--- src/rtl/spi_rx_deser_if.sv ---
// spi_rx_deser_if: received-word valid/ready stream
interface spi_rx_deser_if #(parameter int DATA_W = 8);
  logic [DATA_W-1:0] rx_data;
  logic              rx_valid;
  logic              rx_ready;
  modport master (output rx_data, rx_valid, input rx_ready);
  modport slave  (input rx_data, rx_valid, output rx_ready);
endinterface

--- src/rtl/spi_rx_deser.sv ---
// spi_rx_deser: SPI receive deserializer with registered valid/ready output, overrun and abort pulses
module spi_rx_deser #(
  parameter int DATA_W    = 8,
  parameter bit MSB_FIRST = 1'b1
) (
  input  logic                 clk,
  input  logic                 rst,
  input  logic                 sck_rise,
  input  logic                 cs_n,
  input  logic                 miso,
  spi_rx_deser_if.master       rx,
  output logic                 overrun,
  output logic                 frame_abort,
  output logic                 frame_active,
  output logic [7:0]           word_cnt
);
  localparam int CW = $clog2(DATA_W) + 1;
  localparam logic [0:0] IDLE = 1'b0, SHIFT = 1'b1;
  logic [0:0]        state;
  logic [DATA_W-1:0] sr, sr_base, sr_next;
  logic [CW-1:0]     bcnt, bcnt_base;
  logic [7:0]        wc_base;
  logic              start, sample, done, load;
  // a frame start clears the per-frame state in the same cycle it may sample bit 0
  always_comb begin
    start     = state == IDLE && !cs_n;
    sample    = !cs_n && sck_rise;
    sr_base   = start ? '0 : sr;
    bcnt_base = start ? '0 : bcnt;
    wc_base   = start ? '0 : word_cnt;
    sr_next   = MSB_FIRST ? {sr_base[DATA_W-2:0], miso} : {miso, sr_base[DATA_W-1:1]};
    done      = sample && bcnt_base == CW'(DATA_W - 1);
    load      = done && (!rx.rx_valid || rx.rx_ready);
  end
  always_ff @(posedge clk) begin
    if (rst) begin
      state       <= IDLE;
      sr          <= '0;
      bcnt        <= '0;
      word_cnt    <= '0;
      overrun     <= 1'b0;
      frame_abort <= 1'b0;
      rx.rx_data  <= '0;
      rx.rx_valid <= 1'b0;
    end else begin
      state       <= cs_n ? IDLE : SHIFT;
      frame_abort <= state == SHIFT && cs_n && bcnt != '0;
      overrun     <= done && rx.rx_valid && !rx.rx_ready;
      bcnt        <= cs_n ? '0 : !sample ? bcnt_base : done ? '0 : bcnt_base + CW'(1);
      sr          <= cs_n ? sr : sample ? sr_next : sr_base;
      word_cnt    <= done ? (wc_base == 8'hFF ? wc_base : wc_base + 8'd1) : wc_base;
      rx.rx_valid <= load || (rx.rx_valid && !rx.rx_ready);
      if (load) rx.rx_data <= sr_next;
    end
  end
  assign frame_active = state == SHIFT;
endmodule

--- src/flat_wrapper.sv ---
// flat-port wrapper written by rule: the top's interface ports become plain ports
module spi_rx_deser_flat 
#(
  parameter int DATA_W    = 8,
  parameter bit MSB_FIRST = 1'b1
)
  (clk, rst, sck_rise, cs_n, miso, overrun, frame_abort, frame_active, word_cnt, rx_rx_data, rx_rx_valid, rx_rx_ready);
  spi_rx_deser_if #(.DATA_W(DATA_W)) rx_i ();
  input  logic clk;
  input  logic rst;
  input  logic sck_rise;
  input  logic cs_n;
  input  logic miso;
  output logic overrun;
  output logic frame_abort;
  output logic frame_active;
  output logic [7:0] word_cnt;
  output wire logic [$bits(rx_i.rx_data)-1:0] rx_rx_data;
  output wire logic [$bits(rx_i.rx_valid)-1:0] rx_rx_valid;
  input wire logic [$bits(rx_i.rx_ready)-1:0] rx_rx_ready;
  assign rx_rx_data = rx_i.rx_data;
  assign rx_rx_valid = rx_i.rx_valid;
  assign rx_i.rx_ready = rx_rx_ready;
  spi_rx_deser #(.DATA_W(DATA_W), .MSB_FIRST(MSB_FIRST)) u_core (.clk(clk), .rst(rst), .sck_rise(sck_rise), .cs_n(cs_n), .miso(miso), .rx(rx_i), .overrun(overrun), .frame_abort(frame_abort), .frame_active(frame_active), .word_cnt(word_cnt));
endmodule
--- config.mk ---
export PLATFORM = sky130hd
export DESIGN_NAME = spi_rx_deser_flat
export DESIGN_NICKNAME = d
export VERILOG_FILES = /design/src/rtl/spi_rx_deser_if.sv /design/src/rtl/spi_rx_deser.sv /design/src/flat_wrapper.sv
export SDC_FILE = /design/constraint.sdc
export NUM_CORES = 1
export LEC_CHECK = 0
export CORE_MARGIN = 2
export CORE_UTILIZATION = 60
export CTS_BUF_LIST = sky130_fd_sc_hd__clkbuf_4
export CTS_CLUSTER_SIZE = 10
export DETAILED_ROUTE_END_ITERATION = 7
export DONT_BUFFER_PORTS = 1
export PLACE_DENSITY = 0.76
export REMOVE_ABC_BUFFERS = 1
export SLEW_MARGIN = 40
export SYNTH_ARGS = -nofsm -noshare
export SYNTH_HDL_FRONTEND = slang
export SYNTH_SLANG_ARGS = --single-unit
--- constraint.sdc ---
create_clock -name clk -period 7 [get_ports clk]
set_input_delay 1.75 -clock clk [delete_from_list [all_inputs] [get_ports clk]]
set_output_delay 1.75 -clock clk [all_outputs]
set_load 0.005 [all_outputs]
==> impl_metrics.csv, run 1 <==
group,metric,value,unit
timing,worst_pin_slew,0.476,ns
route,dr_total_vias,1120,
route,dr.pass1.iters,6,
power,vdd_drop_max,0.157,mV
floorplan,fp-row-count,16,
min_path,min_path_type,"register to register",
logic_synthesis,netlist_instances,154,
final_layout,nets,159,
power,p_sw_frac,0.227,
route,ant_nets,0,
power,share_comb_of_total_power,0.032,
min_path,min_path_cells,2,
run_status,status,"completed",
placed_design,dp_hpwl,1800,um
placed_design,dpl_cell_area,0.00131,sq mm
floorplan,dieArea,0.00258,sq mm
logic_synthesis,synth_edf_count,0,
grt,globalRouteTotalUtil,0.225,
timing,rsz0062_at_grt,"false",
worst_setup_path,cp-start-kind,"primary input",
logic_synthesis,synth-xor-area-share,0.0133,
logic_synthesis,synth_warnings,0,
cts,cts_buffers,5,
cts,cts_resized,0,
cts,clk_latency,0.33,ns
grt,grt_pass1_wl,4240,um
power,p_per_area,214,mW/mm^2
grt,grt_pass1_vias,942,
floorplan,start_util,0.650,
placed_design,gp_congestion,0.878,
cts,cts.clk_slew.worst_paths,0.09,ns
grt,antenna_found_initial,0,
power,leakage,0.477,nW
logic_synthesis,synth_top_family_by_area,"simple AND/OR/NAND/NOR gates",
route,drc,0,
timing,finalHoldViolations,0,
cts,root_buffer,"clkbuf_4",
final_layout,stdcell_area,0.00137,sq mm
grt,grt-ovfl-total,0,
logic_synthesis,postSynthAreaPerCell,8.53,sq um
route,wl_per_cell,14.5,um
logic_synthesis,yosys-top-cells-count,"dfxtp_1 (31), a21oi_1 (22), nand2_1 (20)",
worst_setup_path,required,7.27,ns
power,p_seq_frac,0.608,
logic_synthesis,syn_area,0.00131,sq mm
placed_design,port_buffers,0,
worst_setup_path,critPathMaxFanout,17,
worst_setup_path,arrival,3.66,ns
floorplan,die_h,50.8,um
logic_synthesis,ys_ff_latch,31,
timing,maxSlewHeadroom,0.681,
power,pwr-share-clk,0.361,
worst_setup_path,reg2reg_depth,7,
floorplan,core,0.00202,sq mm
cts,cts_max_path_buffers,2,
logic_synthesis,netlist.top_cell.by_area,"dfxtp_1",
route,drt_wl_total,2610,um
logic_synthesis,yosys-mux-area-fraction,0.0162,
route,viasPerCell,6.22,
power,power,0.293,mW
job,maxCapViolCount,0,
timing,finalSetupViolations,0,
power,internal_power,0.227,mW
timing,fin_worst_skew,0.00975,ns
final_layout,diodes,0,
route,drt_iter0_markers,35,
cts,clock_sinks,31,
cts,postCtsHoldBufs,0,
cts,post_cts_buffers,0,
cts,htree_levels,2,
timing,period_needed,3.40,ns
timing,fmax,294,MHz
logic_synthesis,synth-simple-area-share,0.304,
floorplan,die_x,50.8,um
logic_synthesis,synthAdderAreaFrac,0.00952,
worst_setup_path,crit_type,"primary input to register",
logic_synthesis,synth_compound_area_frac,0.151,
worst_setup_path,end_kind,"register",
grt,grt_max_degree,20,
logic_synthesis,ys_async_sr_fraction,0,
cts,cts_tree,"yes",
logic_synthesis,yosys.cell_types.count,38,
timing,slew_violations,0,
logic_synthesis,synth_area_leaders,"dfxtp_1 (47%), a21oi_1 (8.4%), nand2_1 (5.7%)",
logic_synthesis,synth_top_area_share,0.472,
logic_synthesis,post-synth-top-count-cell,"dfxtp_1",
floorplan,pin_count,26,
power,switching_power,0.0666,mW
logic_synthesis,ys_dominant_reg_cell,"dfxtp_1",
final_layout,final_util,0.678,
timing,post-route-period-util,0.485,
final_layout,area_delta_synth_final,4.38,%
final_layout,drive_gt1_frac,0.0980,
logic_synthesis,ys_seq_area_frac,0.472,
timing,setup_tns,0,ns
[worst max-delay path, cell delays in order]
cell and delay (ns):
or2_2 0.28, and2_1 0.22, ha_1 0.24, nand4b_2 0.17
or3_4 0.44, or4_1 0.42, a21oi_1 0.14
[worst paths after layout]
check,startpoint,to,slack (ns)
setup reg to reg,u_core.frame_active$_SDFF_PP0_,u_core.word_cnt[3]$_SDFF_PP0_,4.43
hold reg to reg,u_core.sr[6]$_SDFFE_PP0N_,u_core.rx.rx_data[7]$_SDFFE_PP0P_,0.47
setup / recovery,cs_n,u_core.word_cnt[3]$_SDFF_PP0_,3.60
hold / removal,u_core.sr[6]$_SDFFE_PP0N_,u_core.rx.rx_data[7]$_SDFFE_PP0P_,0.47
[stage by stage]
stage	setup slack [ns]	hold slack, ns	instances
floorplan	3.55	0.437	145
global placement	3.44	0.447	172
detailed placement	3.31	0.457	172
CTS	3.64	0.471	180
global route	3.53	0.496	180
finish	3.60	0.471	180
[cell families (layout without fill, tap and decap cells)]
kind of cell,Yosys count,count (layout)
compound gates,34,34
xor+xnor,2,2
fa+ha+maj,1,1
buf+inv,11,10
flops,31,31
mux,2,2
simple gates,73,73
[power groups by stage]
stage / sequential [mW] / clock, mW / combinational [mW]
after floorplan: 0.182 / 0 / 0.00703
after global placement: 0.182 / 0 / 0.00882
after detailed placement: 0.182 / 0 / 0.00904
after CTS: 0.178 / 0.107 / 0.00907
after global routing: 0.179 / 0.113 / 0.0102
final: 0.178 / 0.106 / 0.00929
[state kept, by name (all words and copies together) (netlist names)]
signal,flops
u_core.frame_abort,1
u_core.overrun,1
u_core.bcnt,4
u_core.sr,7
u_core.rx.rx_data,8
u_core.frame_active,1
u_core.word_cnt,8
u_core.rx.rx_valid,1
[cells in the final DEF (no fill, tap or decap), types with 2 or more instances in the layout]
master    count
dfxtp_1      31
a21oi_1      22
nand2_1      20
nand2b_1      9
nand3_1       9
nor2_1        8
clkbuf_4      7
nor3_1        5
and3_1        3
nand4_1       3
or2_2         2
and2_1        2
o21ai_0       2
a31oi_1       2
o31ai_1       2
inv_1         2
nor4_1        2
[metal layers]
metal	vias up	GRT usage	routed length, um	share of wire
met5	-	0	0	0
met4	0	0.140	96	0.037
met3	14	0.0774	167	0.064
met2	39	0.357	1240	0.47
met1	527	0.258	1110	0.42
li1	540	-	-	-
[layout make-up]
class	count	area, sq um
multi-input combinational	112	652
fill	191	651
sequential	31	621
clock buffer	7	52.6
tap	27	33.8
inverter	2	7.51
clock inverter	1	5.00
(Power assumes the default switching activity.)
==> run 2: changes to the inputs <==
--- a/config.mk
+++ b/config.mk
@@ -6,7 +6,7 @@
 export NUM_CORES = 1
 export LEC_CHECK = 0
 export CORE_MARGIN = 2
-export CORE_UTILIZATION = 60
+export CORE_UTILIZATION = 58
 export CTS_BUF_LIST = sky130_fd_sc_hd__clkbuf_4
 export CTS_CLUSTER_SIZE = 10
 export DETAILED_ROUTE_END_ITERATION = 7
==> constraint.sdc (replaced) <==
create_clock -name clk -period 3 [get_ports clk]
set_input_delay 0.75 -clock clk [delete_from_list [all_inputs] [get_ports clk]]
set_output_delay 0.75 -clock clk [all_outputs]
set_load 0.005 [all_outputs]
==> impl_metrics.csv, run 2 (synthesis results as in run 1) <==
group,metric,value,unit
route,viasPerCell,5.98,
final_layout,final_cells,181,
route,dr.pass1.iters,4,
grt,antenna_found_initial,0,
route,ant_nets,0,
worst_setup_path,cpPeakStageDelay,0.43,ns
cts,cts_max_path_buffers,2,
placed_design,dp_slack,0.354,ns
power,vdd_drop_max,0.458,mV
min_path,min_path_type,"register to register",
power,p_sw_frac,0.223,
worst_setup_path,end_kind,"register",
worst_setup_path,r2r-start,"u_core.frame_active$_SDFF_PP0_",
cts,clock_sinks,31,
cts,cts.clk_slew.worst_paths,0.09,ns
worst_setup_path,crit_type,"primary input to register",
timing,fin_ws,0.683,ns
route,drc,0,
floorplan,dieArea,0.00266,sq mm
cts,clk_latency,0.33,ns
timing,period_needed,2.32,ns
timing,post-route-period-util,0.772,
worst_setup_path,r2r_slack,0.74,ns
power,p_seq_frac,0.627,
floorplan,core,0.00217,sq mm
timing,worst_pin_slew,0.468,ns
run_status,status,"completed",
worst_setup_path,required,3.27,ns
route,wl_per_cell,14.5,um
placed_design,dp.cells,175,
floorplan,die_h,51.6,um
final_layout,layout_commonest_cell,"dfxtp_1",
job,maxCapViolCount,0,
final_layout,mostFrequentLayoutCells,"dfxtp_1 (31), a21oi_1 (22), nand2_1 (20)",
worst_setup_path,cp_num_buf_inv,0,
floorplan,fp-row-count,17,
placed_design,dpl_cell_area,0.00133,sq mm
min_path,worstHoldStart,"u_core.sr[6]$_SDFFE_PP0N_",
power,switching_power,0.147,mW
timing,finalSetupViolations,0,
cts,post_cts_buffers,0,
route,drt_iter0_markers,18,
grt,globalRouteTotalUtil,0.230,
worst_setup_path,reg2reg_depth,7,
placed_design,port_buffers,0,
power,internal_power,0.513,mW
timing,setup_tns,0,ns
grt,grt_max_degree,20,
final_layout,nets,161,
power,share_comb_of_total_power,0.038,
floorplan,pin_count,26,
cts,postCtsHoldBufs,0,
final_layout,fill_cells,209,
cts,cts_tree,"yes",
power,pwr-share-clk,0.335,
power,p_per_area,481,mW/mm^2
grt,grt_pass1_vias,976,
worst_setup_path,critPathMaxFanout,17,
grt,grt_pass1_wl,4340,um
timing,maxSlewHeadroom,0.686,
cts,root_buffer,"clkbuf_4",
worst_setup_path,worstReg2RegEnd,"u_core.word_cnt[3]$_SDFF_PP0_",
worst_setup_path,critical_path.startpoint,"cs_n",
worst_setup_path,cp-start-kind,"primary input",
placed_design,gp_congestion,0.769,
worst_setup_path,cp_top_family,"simple AND/OR/NAND/NOR gates",
placed_design,dp_hpwl,1830,um
final_layout,drive_gt1_frac,0.0915,
worst_setup_path,cp-endpoint,"u_core.word_cnt[3]$_SDFF_PP0_",
final_layout,stdcell_area,0.00137,sq mm
final_layout,top_regs,"u_core.rx.rx_data (8), u_core.word_cnt (8), u_core.sr (7)",
grt,grt-ovfl-total,0,
cts,cts_buffers,5,
route,dr_total_vias,1083,
timing,rsz0062_at_grt,"false",
final_layout,diodes,0,
cts,htree_levels,2,
route,drt_wl_total,2620,um
timing,fin_worst_skew,0.00830,ns
timing,fmax,432,MHz
floorplan,start_util,0.606,
floorplan,die_x,51.6,um
worst_setup_path,arrival,2.58,ns
timing,slew_violations,0,
final_layout,area_delta_synth_final,4.48,%
power,leakage,0.478,nW
worst_setup_path,path_cells,"or2_2 -> and2_1 -> ha_1 -> nand4b_2 -> or3_4 -> or4_1 -> a21oi_1",
cts,cts_resized,0,
timing,finalHoldViolations,0,
worst_setup_path,crit_path_top_delay_cell,"or3_4",
worst_setup_path,cp_num_cells,7,
## run 2: worst reg2reg max path, stage by stage, from the launching register on
cell and delay [ns]:
dfxtp_1 0.34, or2_2 0.29, and2_1 0.20, ha_1 0.20, nand4b_2 0.16, or3_4 0.43, or4_1 0.43, a21oi_1 0.15
## run 2: through the flow
step / power [mW] / hold WS [ns] / util
6_report: 0.660 / 0.459 / 0.633
5_1_grt: 0.692 / 0.448 / 0.633
4_1_cts: 0.667 / 0.460 / 0.633
3_5_place_dp: 0.449 / 0.448 / 0.612
3_3_place_gp: 0.449 / 0.446 / 0.612
2_1_floorplan: 0.441 / 0.437 / -
## run 2: worst min path at each step
| stage | cells after the start | end | slack (ns) |
|---|---|---|---|
| 2_1_floorplan | 2 | u_core.sr[6]$_SDFFE_PP0N_ | 0.44 |
| 3_3_place_gp | 2 | u_core.sr[6]$_SDFFE_PP0N_ | 0.45 |
| 3_5_place_dp | 2 | u_core.sr[6]$_SDFFE_PP0N_ | 0.45 |
| 4_1_cts | 2 | u_core.sr[6]$_SDFFE_PP0N_ | 0.46 |
| 5_1_grt | 1 | u_core.rx.rx_data[2]$_SDFFE_PP0P_ | 0.45 |
| 6_report | 2 | u_core.sr[6]$_SDFFE_PP0N_ | 0.46 |
## run 2: cell type report
cell class | count | area (sq um) | share of cell area
Inverter | 2 | 7.51 | 0.00547
Multi-Input combinational cell | 112 | 649 | 0.473
Sequential cell | 31 | 621 | 0.452
Clock buffer | 6 | 45.0 | 0.0328
Timing Repair Buffer | 2 | 15.0 | 0.0109
Tap cell | 28 | 35.0 | 0.0255
## run 2: layer usage
metal  global-route usage  up-vias  routed length [um]
li1                     -      541                   -
met1                0.247      497                1040
met2                0.382       39                1340
met3               0.0977        6                 185
met4                0.118        0                  55
met5                    0        -                   0
## run 2: power groups by stage
stage	Sequential, mW	Combinational [mW]	Clock (mW)
finish	0.414	0.0249	0.221
global route	0.415	0.0280	0.249
CTS	0.414	0.0252	0.228
detailed placement	0.424	0.0251	0
global placement	0.424	0.0246	0
floorplan	0.425	0.0164	0
==> run 3: changes to the inputs <==
==> constraint.sdc (replaced) <==
create_clock -name clk -period 2.1 [get_ports clk]
set_input_delay 0.525 -clock clk [delete_from_list [all_inputs] [get_ports clk]]
set_output_delay 0.525 -clock clk [all_outputs]
set_load 0.005 [all_outputs]
==> impl_metrics.csv, run 3 (synthesis results as in run 1) <==
group,metric,value,unit
final_layout,fill_cells,204,
floorplan,dieArea,0.00266,sq mm
final_layout,layout_commonest_cell,"dfxtp_1",
timing,setup_tns,0,ns
timing,fin_worst_skew,0.00524,ns
grt,grt_pass1_vias,1076,
cts,root_buffer,"clkbuf_4",
final_layout,nets,167,
cts,cts_tree,"yes",
grt,grt_pass1_wl,4580,um
power,p_per_area,665,mW/mm^2
final_layout,final_util,0.656,
final_layout,mostFrequentLayoutCells,"dfxtp_1 (31), a21oi_1 (22), nand2_1 (20)",
route,drc,0,
worst_setup_path,crit_type,"register to register",
timing,maxSlewHeadroom,0.706,
route,drt_iter0_markers,29,
cts,post_cts_buffers,0,
final_layout,area_delta_synth_final,8.29,%
worst_setup_path,cp-start-kind,"register",
min_path,worstHoldStart,"rst",
worst_setup_path,required,2.36,ns
floorplan,start_util,0.606,
floorplan,die_h,51.6,um
route,drt_wl_total,2710,um
worst_setup_path,r2r-start,"u_core.frame_active$_SDFF_PP0_",
route,ant_nets,0,
route,dr_total_vias,1106,
cts,cts_max_path_buffers,2,
cts,clk_latency,0.33,ns
final_layout,register_area,621,sq um
route,viasPerCell,5.91,
timing,rsz0062_at_grt,"false",
worst_setup_path,critPathMaxFanout,5,
placed_design,gp_congestion,0.740,
worst_setup_path,critical_path.startpoint,"u_core.frame_active$_SDFF_PP0_",
floorplan,core,0.00217,sq mm
worst_setup_path,end_kind,"register",
route,wl_per_cell,14.5,um
final_layout,drive_gt1_frac,0.132,
placed_design,port_buffers,0,
final_layout,top_regs,"u_core.rx.rx_data (8), u_core.word_cnt (8), u_core.sr (7)",
power,vdd_drop_max,0.419,mV
timing,holdWs,0.255,ns
power,power,0.946,mW
grt,antenna_found_initial,0,
timing,worst_pin_slew,0.441,ns
final_layout,diodes,0,
grt,grt-ovfl-total,0,
timing,post-route-period-util,0.964,
cts,htree_levels,2,
timing,period_needed,2.03,ns
cts,cts.clk_slew.worst_paths,0.09,ns
placed_design,dp_hpwl,1930,um
timing,slew_violations,0,
power,leakage,0.507,nW
floorplan,pin_count,26,
cts,cts_buffers,5,
run_status,status,"completed",
min_path,min_path_type,"primary input to register",
floorplan,die_x,51.6,um
grt,globalRouteTotalUtil,0.239,
timing,finalHoldViolations,0,
cts,clock_sinks,31,
floorplan,fp-row-count,17,
job,maxCapViolCount,0,
timing,finalSetupViolations,0,
worst_setup_path,arrival,2.28,ns
final_layout,multi_input_area,654,sq um
grt,grt_max_degree,20,
timing,fmax,494,MHz
route,dr.pass1.iters,4,
-- run 3: routing by layer --
layer,GRT usage,part of all wire,routed length (um),up-vias
met5,0,0,0,-
met4,0.189,0.024,64,0
met2,0.391,0.49,1330,25
met3,0.0747,0.048,131,7
li1,-,-,-,552
met1,0.254,0.44,1180,522
-- run 3: where the power goes --
part	total, mW	switching [mW]	leakage [nW]	internal [mW]
Clock	0.315	0.183	0.0276	0.132
Sequential	0.592	0.00203	0.250	0.590
Combinational	0.0396	0.0251	0.229	0.0145
-- run 3: stage by stage --
stage | area (sq um) | instances | worst slack, ns
floorplan | 1280 | 145 | -0.127
global placement | 1370 | 181 | 0.000429
detailed placement | 1370 | 181 | -0.114
CTS | 1420 | 187 | 0.0741
global route | 1420 | 187 | 0.00511
finish | 1420 | 187 | 0.0748
-- run 3: what timing repair did --
action	CTS	global route
gates resized for setup	0	1
endpoints found under the hold margin	0	0
hold buffers	0	0
setup endpoints to repair	0	1
-- run 3: final timing paths --
kind | to | slack [ns] | cells after the start
hold reg to reg | u_core.rx.rx_data[7]$_SDFFE_PP0P_ | 0.46 | 2
hold / removal | u_core.rx.rx_data[5]$_SDFFE_PP0P_ | 0.25 | 1
setup / recovery | u_core.word_cnt[3]$_SDFF_PP0_ | 0.07 | 7
setup reg to reg | u_core.word_cnt[3]$_SDFF_PP0_ | 0.07 | 7
-- run 3: area by class of cell --
cell class	instances	area share
Inverter	2	0.00528
Timing Repair Buffer	8	0.0422
Clock buffer	6	0.0317
Sequential cell	31	0.436
Tap cell	28	0.0246
Multi-Input combinational cell	112	0.460
-- run 3: critical path: stages, from the launching register on --
cell,delay (ns)
dfxtp_1,0.34
or2_2,0.14
and2_1,0.15
ha_1,0.22
nand4b_2,0.12
or3_4,0.40
or4_1,0.42
a21oi_1,0.16
